### src/rtl/sweep_pkg.sv
// -----------------------------------------------------------------------------
// sweep_pkg
// Shared definitions for the frequency-sweep control stage: the sweep mode
// encoding, default window geometry and the last ROM address covered by the
// full set of windows.
// -----------------------------------------------------------------------------
`timescale 1ns/1ps
package sweep_pkg;

   typedef enum logic [0:0] {
      MODE_MANUAL = 1'b0,
      MODE_AUTO   = 1'b1
   } sweep_mode_e;

   localparam int DEF_SEG_LEN   = 100;
   localparam int DEF_SEG_COUNT = 40;
   localparam int DEF_ADDR_W    = 12;

   // Last address of the last window (3999 with the defaults).
   localparam int LAST_END = DEF_SEG_LEN * DEF_SEG_COUNT - 1;

endpackage : sweep_pkg

### src/rtl/key_debounce.sv
// -----------------------------------------------------------------------------
// key_debounce
// Synchronises one asynchronous active-low key, debounces it and emits a
// single-cycle press pulse on each accepted 1->0 transition.
//
// Ports:
//   clk    - system clock
//   rst    - asynchronous active-high reset
//   key_n  - raw asynchronous key, active low
//   press  - one-cycle pulse when a debounced press is accepted (registered)
//
// After reset the debouncer stays disarmed until the key has been seen
// released for DEBOUNCE_CYC consecutive cycles, so a key already held when
// reset is released never produces a press until it is released and pressed
// again.
// -----------------------------------------------------------------------------
`timescale 1ns/1ps
module key_debounce #(
   parameter int DEBOUNCE_CYC = 1000000
) (
   input  logic clk,
   input  logic rst,
   input  logic key_n,
   output logic press
);

   localparam int CNT_W = (DEBOUNCE_CYC > 1) ? $clog2(DEBOUNCE_CYC) : 1;
   localparam logic [CNT_W-1:0] CNT_LAST = CNT_W'(DEBOUNCE_CYC - 1);

   logic             sync1_r;
   logic             sync2_r;
   logic             level_r;
   logic             armed_r;
   logic             press_r;
   logic [CNT_W-1:0] cnt_r;

   // Two-flop synchroniser for the asynchronous key input.
   always_ff @(posedge clk or posedge rst) begin
      if (rst) begin
         sync1_r <= 1'b1;
         sync2_r <= 1'b1;
      end else begin
         sync1_r <= key_n;
         sync2_r <= sync1_r;
      end
   end

   // Debounce counter, arming logic, accepted level and press pulse.
   always_ff @(posedge clk or posedge rst) begin
      if (rst) begin
         cnt_r   <= {CNT_W{1'b0}};
         level_r <= 1'b1;
         armed_r <= 1'b0;
         press_r <= 1'b0;
      end else begin
         press_r <= 1'b0;
         if (!armed_r) begin
            // Wait for a stable release before accepting any press.
            if (!sync2_r) begin
               cnt_r <= {CNT_W{1'b0}};
            end else if (cnt_r == CNT_LAST) begin
               armed_r <= 1'b1;
               cnt_r   <= {CNT_W{1'b0}};
            end else begin
               cnt_r <= cnt_r + CNT_W'(1);
            end
         end else if (sync2_r == level_r) begin
            // Nothing pending: any partial count was a glitch.
            cnt_r <= {CNT_W{1'b0}};
         end else if (cnt_r == CNT_LAST) begin
            level_r <= sync2_r;
            cnt_r   <= {CNT_W{1'b0}};
            press_r <= ~sync2_r;
         end else begin
            cnt_r <= cnt_r + CNT_W'(1);
         end
      end
   end

   assign press = press_r;

endmodule : key_debounce

### src/rtl/freq_sweep_ctrl.sv
// -----------------------------------------------------------------------------
// freq_sweep_ctrl
// Front-panel control for the ROM-playback generator. Debounces the up and
// mode keys, runs the MANUAL/AUTO sweep state machine and publishes the
// current playback window plus a toggle that marks each window change.
//
// Ports:
//   clkin      - system clock
//   rst        - asynchronous active-high reset
//   key_up_n   - raw key, active low: step window up (MANUAL)
//   key_mode_n - raw key, active low: toggle MANUAL/AUTO
//   seg_start  - first ROM address of the current window
//   seg_end    - last ROM address of the current window
//   seg_idx    - current window index, 0..SEG_COUNT-1
//   sweep_mode - 0 = MANUAL, 1 = AUTO
//   upd_tgl    - toggles once per window change; a consumer in another clock
//                domain synchronises it and samples seg_start/seg_end on an
//                edge (the bus is quiet for a long time around each toggle,
//                since steps are at least a debounce period apart)
//   led_tick   - toggles every TICK_DIV cycles
//   led_mode   - mirrors sweep_mode
// -----------------------------------------------------------------------------
`timescale 1ns/1ps
module freq_sweep_ctrl
   import sweep_pkg::*;
#(
   parameter int TICK_DIV     = 25000000,
   parameter int DEBOUNCE_CYC = 1000000,
   parameter int SEG_LEN      = DEF_SEG_LEN,
   parameter int SEG_COUNT    = DEF_SEG_COUNT,
   parameter int ADDR_W       = DEF_ADDR_W
) (
   input  logic              clkin,
   input  logic              rst,
   input  logic              key_up_n,
   input  logic              key_mode_n,
   output logic [ADDR_W-1:0] seg_start,
   output logic [ADDR_W-1:0] seg_end,
   output logic [5:0]        seg_idx,
   output logic              sweep_mode,
   output logic              upd_tgl,
   output logic              led_tick,
   output logic              led_mode
);

   localparam int TICK_W = (TICK_DIV > 1) ? $clog2(TICK_DIV) : 1;
   localparam logic [TICK_W-1:0] TICK_LAST = TICK_W'(TICK_DIV - 1);
   localparam logic [5:0]        IDX_LAST  = 6'(SEG_COUNT - 1);
   localparam logic [ADDR_W-1:0] SEG_STEP  = ADDR_W'(SEG_LEN);
   localparam logic [ADDR_W-1:0] END_FIRST = ADDR_W'(SEG_LEN - 1);

   sweep_mode_e       state_r;
   sweep_mode_e       state_nx_s;
   logic              up_press_s;
   logic              mode_press_s;
   logic              step_s;
   logic              enter_auto_s;
   logic              tick_s;
   logic [TICK_W-1:0] tick_cnt_r;
   logic              led_tick_r;
   logic              led_mode_r;
   logic              upd_tgl_r;
   logic [5:0]        seg_idx_r;
   logic [ADDR_W-1:0] seg_start_r;
   logic [ADDR_W-1:0] seg_end_r;

   key_debounce #(.DEBOUNCE_CYC(DEBOUNCE_CYC)) u_key_up (
      .clk   (clkin),
      .rst   (rst),
      .key_n (key_up_n),
      .press (up_press_s)
   );

   key_debounce #(.DEBOUNCE_CYC(DEBOUNCE_CYC)) u_key_mode (
      .clk   (clkin),
      .rst   (rst),
      .key_n (key_mode_n),
      .press (mode_press_s)
   );

   assign tick_s = (tick_cnt_r == TICK_LAST);

   // Next-state and step decision; the step source follows the current state,
   // so a simultaneous mode press does not change which source is used.
   always_comb begin
      state_nx_s   = state_r;
      step_s       = 1'b0;
      enter_auto_s = 1'b0;
      case (state_r)
         MODE_MANUAL: begin
            step_s = up_press_s;
            if (mode_press_s) begin
               state_nx_s   = MODE_AUTO;
               enter_auto_s = 1'b1;
            end else begin
               state_nx_s   = MODE_MANUAL;
            end
         end
         MODE_AUTO: begin
            step_s = tick_s;
            if (mode_press_s) begin
               state_nx_s = MODE_MANUAL;
            end else begin
               state_nx_s = MODE_AUTO;
            end
         end
         default: begin
            state_nx_s = MODE_MANUAL;
            step_s     = 1'b0;
         end
      endcase
   end

   // Mode state register and mode LED.
   always_ff @(posedge clkin or posedge rst) begin
      if (rst) begin
         state_r    <= MODE_MANUAL;
         led_mode_r <= 1'b0;
      end else begin
         state_r    <= state_nx_s;
         led_mode_r <= (state_nx_s == MODE_AUTO);
      end
   end

   // Free-running tick divider, restarted on entry to AUTO so the first
   // automatic step lands one full period after the mode change.
   always_ff @(posedge clkin or posedge rst) begin
      if (rst) begin
         tick_cnt_r <= {TICK_W{1'b0}};
         led_tick_r <= 1'b0;
      end else begin
         if (enter_auto_s || tick_s) begin
            tick_cnt_r <= {TICK_W{1'b0}};
         end else begin
            tick_cnt_r <= tick_cnt_r + TICK_W'(1);
         end
         if (tick_s) begin
            led_tick_r <= ~led_tick_r;
         end
      end
   end

   // Window index and addresses, stepped incrementally with wrap to window 0.
   always_ff @(posedge clkin or posedge rst) begin
      if (rst) begin
         seg_idx_r   <= 6'd0;
         seg_start_r <= {ADDR_W{1'b0}};
         seg_end_r   <= END_FIRST;
         upd_tgl_r   <= 1'b0;
      end else if (step_s) begin
         upd_tgl_r <= ~upd_tgl_r;
         if (seg_idx_r == IDX_LAST) begin
            seg_idx_r   <= 6'd0;
            seg_start_r <= {ADDR_W{1'b0}};
            seg_end_r   <= END_FIRST;
         end else begin
            seg_idx_r   <= seg_idx_r + 6'd1;
            seg_start_r <= seg_start_r + SEG_STEP;
            seg_end_r   <= seg_end_r + SEG_STEP;
         end
      end
   end

   assign seg_start  = seg_start_r;
   assign seg_end    = seg_end_r;
   assign seg_idx    = seg_idx_r;
   assign sweep_mode = state_r;
   assign upd_tgl    = upd_tgl_r;
   assign led_tick   = led_tick_r;
   assign led_mode   = led_mode_r;

endmodule : freq_sweep_ctrl
### config.mk
export PLATFORM = sky130hd
export DESIGN_NAME = freq_sweep_ctrl
export DESIGN_NICKNAME = d
export VERILOG_FILES = /design/src/rtl/sweep_pkg.sv /design/src/rtl/key_debounce.sv /design/src/rtl/freq_sweep_ctrl.sv
export SDC_FILE = /design/constraint.sdc
export NUM_CORES = 1
export LEC_CHECK = 0
export BUFFER_PORTS_ARGS = -buffer_cell sky130_fd_sc_hd__buf_2
export CORE_UTILIZATION = 51
export CTS_BUF_LIST = sky130_fd_sc_hd__clkbuf_8
export CTS_CLUSTER_DIAMETER = 200
export DETAILED_ROUTE_END_ITERATION = 16
export PLACE_DENSITY = 0.73
export SLEW_MARGIN = 30
export SYNTH_ARGS = -nofsm -noshare
export SYNTH_HDL_FRONTEND = slang
export SYNTH_HIERARCHICAL = 1
export SYNTH_SLANG_ARGS = --single-unit
### constraint.sdc
create_clock -name clkin -period 2.3 [get_ports clkin]
set_clock_uncertainty 0.15 [all_clocks]
set_input_delay 0.23 -clock clkin [delete_from_list [all_inputs] [get_ports clkin]]
set_output_delay 0.23 -clock clkin [all_outputs]
set_load 0.02 [all_outputs]
==> impl_metrics.csv <==
group,metric,value,unit
pwr,p_sw_frac,0.238,
layout,design_area,5780,um^2
cts,clkTransAtPathRegs,0.10,ns
cts,cts_tree,"built",
pwr,p_seq_frac,0.627,
cts,cts.sinks,105,
critical_path,cp_max_fo,27,
timing,fin_crit_sh,0.968,
critical_path,slowest_stage,"dfrtp_1",
yosys,yosys_warnings,6,
pwr,vdd_ir_drop_max,0.000472,V
layout,final_common_cell,"dfrtp_1",
cts,cts_made_buffers,9,
min_path,hold_class,"reg2reg",
timing,worstMarginPinSlew,0.662,ns
timing,hold_ws,0.212,ns
die,start_util,0.529,
yosys,synth_cells,505,
yosys,yosys-top-cells-area,"dfrtp_1, xor2_1, nor2_1",
global_route,met2_usage,0.340,
pwr,p_comb_frac,0.027,
global_route,grt_pass1_vias,3654,
pwr,power.internal,0.00227,W
detailed_routing,drcViolationCount,0,
yosys,yosysTopAreaCellShare,0.462,
die,io_pins,38,
die,die_h,103,um
pwr,leakage,2.60,nW
critical_path,crit_buf_inv,1,
detailed_routing,wl,9830,um
cts,clockBufferDepth,2,
detailed_routing,vias,3828,
die,core_area,9820,um^2
critical_path,cp_top_family,"compound AO/OA/AOI/OAI gates",
detailed_routing,dr.pass1.iters,4,
cts,htreeDepth,3,
critical_path,crit_chain,"nor4b_4 > nand4_2 > o32a_1 > buf_4 > o21ai_0 > o41ai_2",
layout,drive_gt1_frac,0.184,
critical_path,slowest_delay,0.46,ns
global_route,grt_pass1_wl,16900,um
place,gp_congestion,0.790,
run,drv_cap,0,
die,die_area,10600,um^2
timing,max_freq,449,MHz
critical_path,crit_path_end_kind,"flip-flop",
pwr,clockPowerShare,0.346,
yosys,async_reset_ff_frac,1.00,
critical_path,startpoint_type,"flip-flop",
timing,finalHoldViolations,0,
yosys,synth_area_per_cell,10.3,um^2
cts,cts_setup_buffers,0,
global_route,grt_max_degree,56,
global_route,grt_use_total,0.206,
global_route,grt-busiest-layer,"met2",
yosys,synth_area,5190,um^2
detailed_routing,ant_nets,0,
pwr,p_per_area,517,nW/um^2
timing,slew_violations,0,
yosys,synth_top_area_cell,"dfrtp_1",
critical_path,critPathKind,"reg2reg",
cts,clk_latency,0.38,ns
layout,area_delta_synth_final,11.2,%
status,status,"complete, no violations",
layout,antenna_cells,0,
global_route,use_met3,0.0610,
cts,cts_root_buf,"clkbuf_8",
critical_path,cp_data_required_time,2.40,ns
detailed_routing,first_iter_violations,108,
timing,min_period,2.23,ns
global_route,antenna_found_initial,0,
layout,nets,566,
critical_path,cp_data_arrival_time,2.32,ns
layout,post-route-util,0.589,
global_route,grtUsageMet1,0.267,
yosys,synth-main-ff-cell,"dfrtp_1",
yosys,synth-edff-count,0,
place,dpl_cell_area,5570,um^2
yosys,ys_seq_area_frac,0.508,
die,chipWidth,103,um
yosys,ys_ff_latch,105,
place,dp_hpwl,6750,um
pwr,p_sw,0.000710,W
yosys,ys_types,52,
timing,setup_viol,0,
die,std_cell_rows,36,
global_route,grt.overflow.total,0,
timing,max_slew_margin,0.555,
layout,layout_common_cells,"dfrtp_1, nor2_1, xor2_1",
place,portBuffers,35,
detailed_routing,vias_per_cell,5.52,
detailed_routing,wire_per_inst,14.2,um
-- power by group through the flow --
stage | logic (W) | registers [W] | clock network [W]
2_1_floorplan | 0.0000602 | 0.00190 | 0
3_3_place_gp | 0.0000809 | 0.00191 | 0
3_5_place_dp | 0.0000811 | 0.00191 | 0
4_1_cts | 0.0000862 | 0.00187 | 0.00107
5_1_grt | 0.0000981 | 0.00187 | 0.00114
6_report | 0.0000821 | 0.00187 | 0.00103
-- sequential cells by signal (all words and copies together), names as in the netlist --
signal,flops
u_key_up/level_r,1
u_key_up/cnt_r,20
seg_idx,6
seg_start,10
u_key_mode/sync1_r,1
u_key_up/press,1
u_key_mode/armed_r,1
u_key_mode/level_r,1
seg_end,11
u_key_up/sync2_r,1
led_mode,1
u_key_mode/press,1
led_tick,1
u_key_mode/cnt_r,20
upd_tgl,1
tick_cnt_r,25
u_key_up/sync1_r,1
u_key_mode/sync2_r,1
u_key_up/armed_r,1
-- worst reg2reg max path, delay by kind of cell, from the launching register on --
family,cells,cell delay (ns)
compound gates,3,0.75
simple gates,2,0.51
flops,1,0.46
buf+inv,1,0.23
-- synth_stat cells, types with 4 or more instances --
| library cell | n |
|---|---|
| nand3_1 | 31 |
| nand4_1 | 21 |
| dfstp_2 | 9 |
| nor2_1 | 67 |
| dfrtp_1 | 96 |
| and4_1 | 11 |
| buf_6 | 5 |
| o21ai_1 | 4 |
| inv_1 | 12 |
| buf_2 | 5 |
| o21ai_0 | 27 |
| and2_1 | 8 |
| nand2_1 | 38 |
| or3_1 | 5 |
| a21oi_1 | 15 |
| xnor2_1 | 13 |
| nand2b_1 | 4 |
| o31ai_1 | 19 |
| clkbuf_1 | 5 |
| xor2_1 | 42 |
| or4_1 | 4 |
| nor3_1 | 4 |
| ha_1 | 7 |
| and3_1 | 7 |
| buf_4 | 4 |
-- per-stage QoR --
| step | setup WS (ns) | total power [W] | setup TNS (ns) | std cells |
|---|---|---|---|---|
| after floorplan | 0.183 | 0.00196 | 0 | 506 |
| after global placement | 0.251 | 0.00199 | 0 | 674 |
| after detailed placement | 0.177 | 0.00199 | 0 | 674 |
| after CTS | 0.152 | 0.00303 | 0 | 693 |
| after global routing | -0.0460 | 0.00312 | -0.0460 | 693 |
| final | 0.0737 | 0.00299 | 0 | 693 |
-- metal layers --
layer	vias to the layer above	share of wire
met5	-	0
met4	0	0.0096
met3	9	0.031
met2	54	0.49
met1	1877	0.46
li1	1888	-
-- cells by family after synthesis --
logic type                 synth area share
muxes                               0.00217
DFF                                   0.508
buffers and inverters                0.0344
other                              0.000722
AOI/OAI and AO/OA                     0.109
and+or+nand+nor                       0.237
adders and majority gates            0.0169
xor gates and xnor gates             0.0927
-- final cells by class --
cell class	instances	area (um^2)
Sequential cell	105	2640
Tap cell	133	166
Timing Repair Buffer	58	368
Multi-Input combinational cell	369	2390
Inverter	12	45.0
Fill cell	892	4040
Clock buffer	9	124
Clock inverter	7	48.8
-- timing repair --
| action | 4_1_cts | 5_1_grt |
|---|---|---|
| hold buffers | 3 | 0 |
| setup endpoints to repair | 0 | 1 |
| endpoints found under the hold margin | 98 | 0 |
| gates resized for setup | 0 | 1 |
-- worst paths after layout --
| kind | start | depth (start not counted) | endpoint | slack [ns] |
|---|---|---|---|---|
| max reg2reg | tick_cnt_r[15] | 6 | seg_end[9] | 0.07 |
| max in group asynchronous | rst | 4 | tick_cnt_r[22] | 1.10 |
| min reg2reg | u_key_up/sync1_r | 0 | u_key_up/sync2_r | 0.21 |
| min in group asynchronous | rst | 4 | u_key_mode/press | 0.31 |
| max | tick_cnt_r[15] | 6 | seg_end[9] | 0.07 |
| min | u_key_up/sync1_r | 0 | u_key_up/sync2_r | 0.21 |
(Power assumes the default switching activity.)
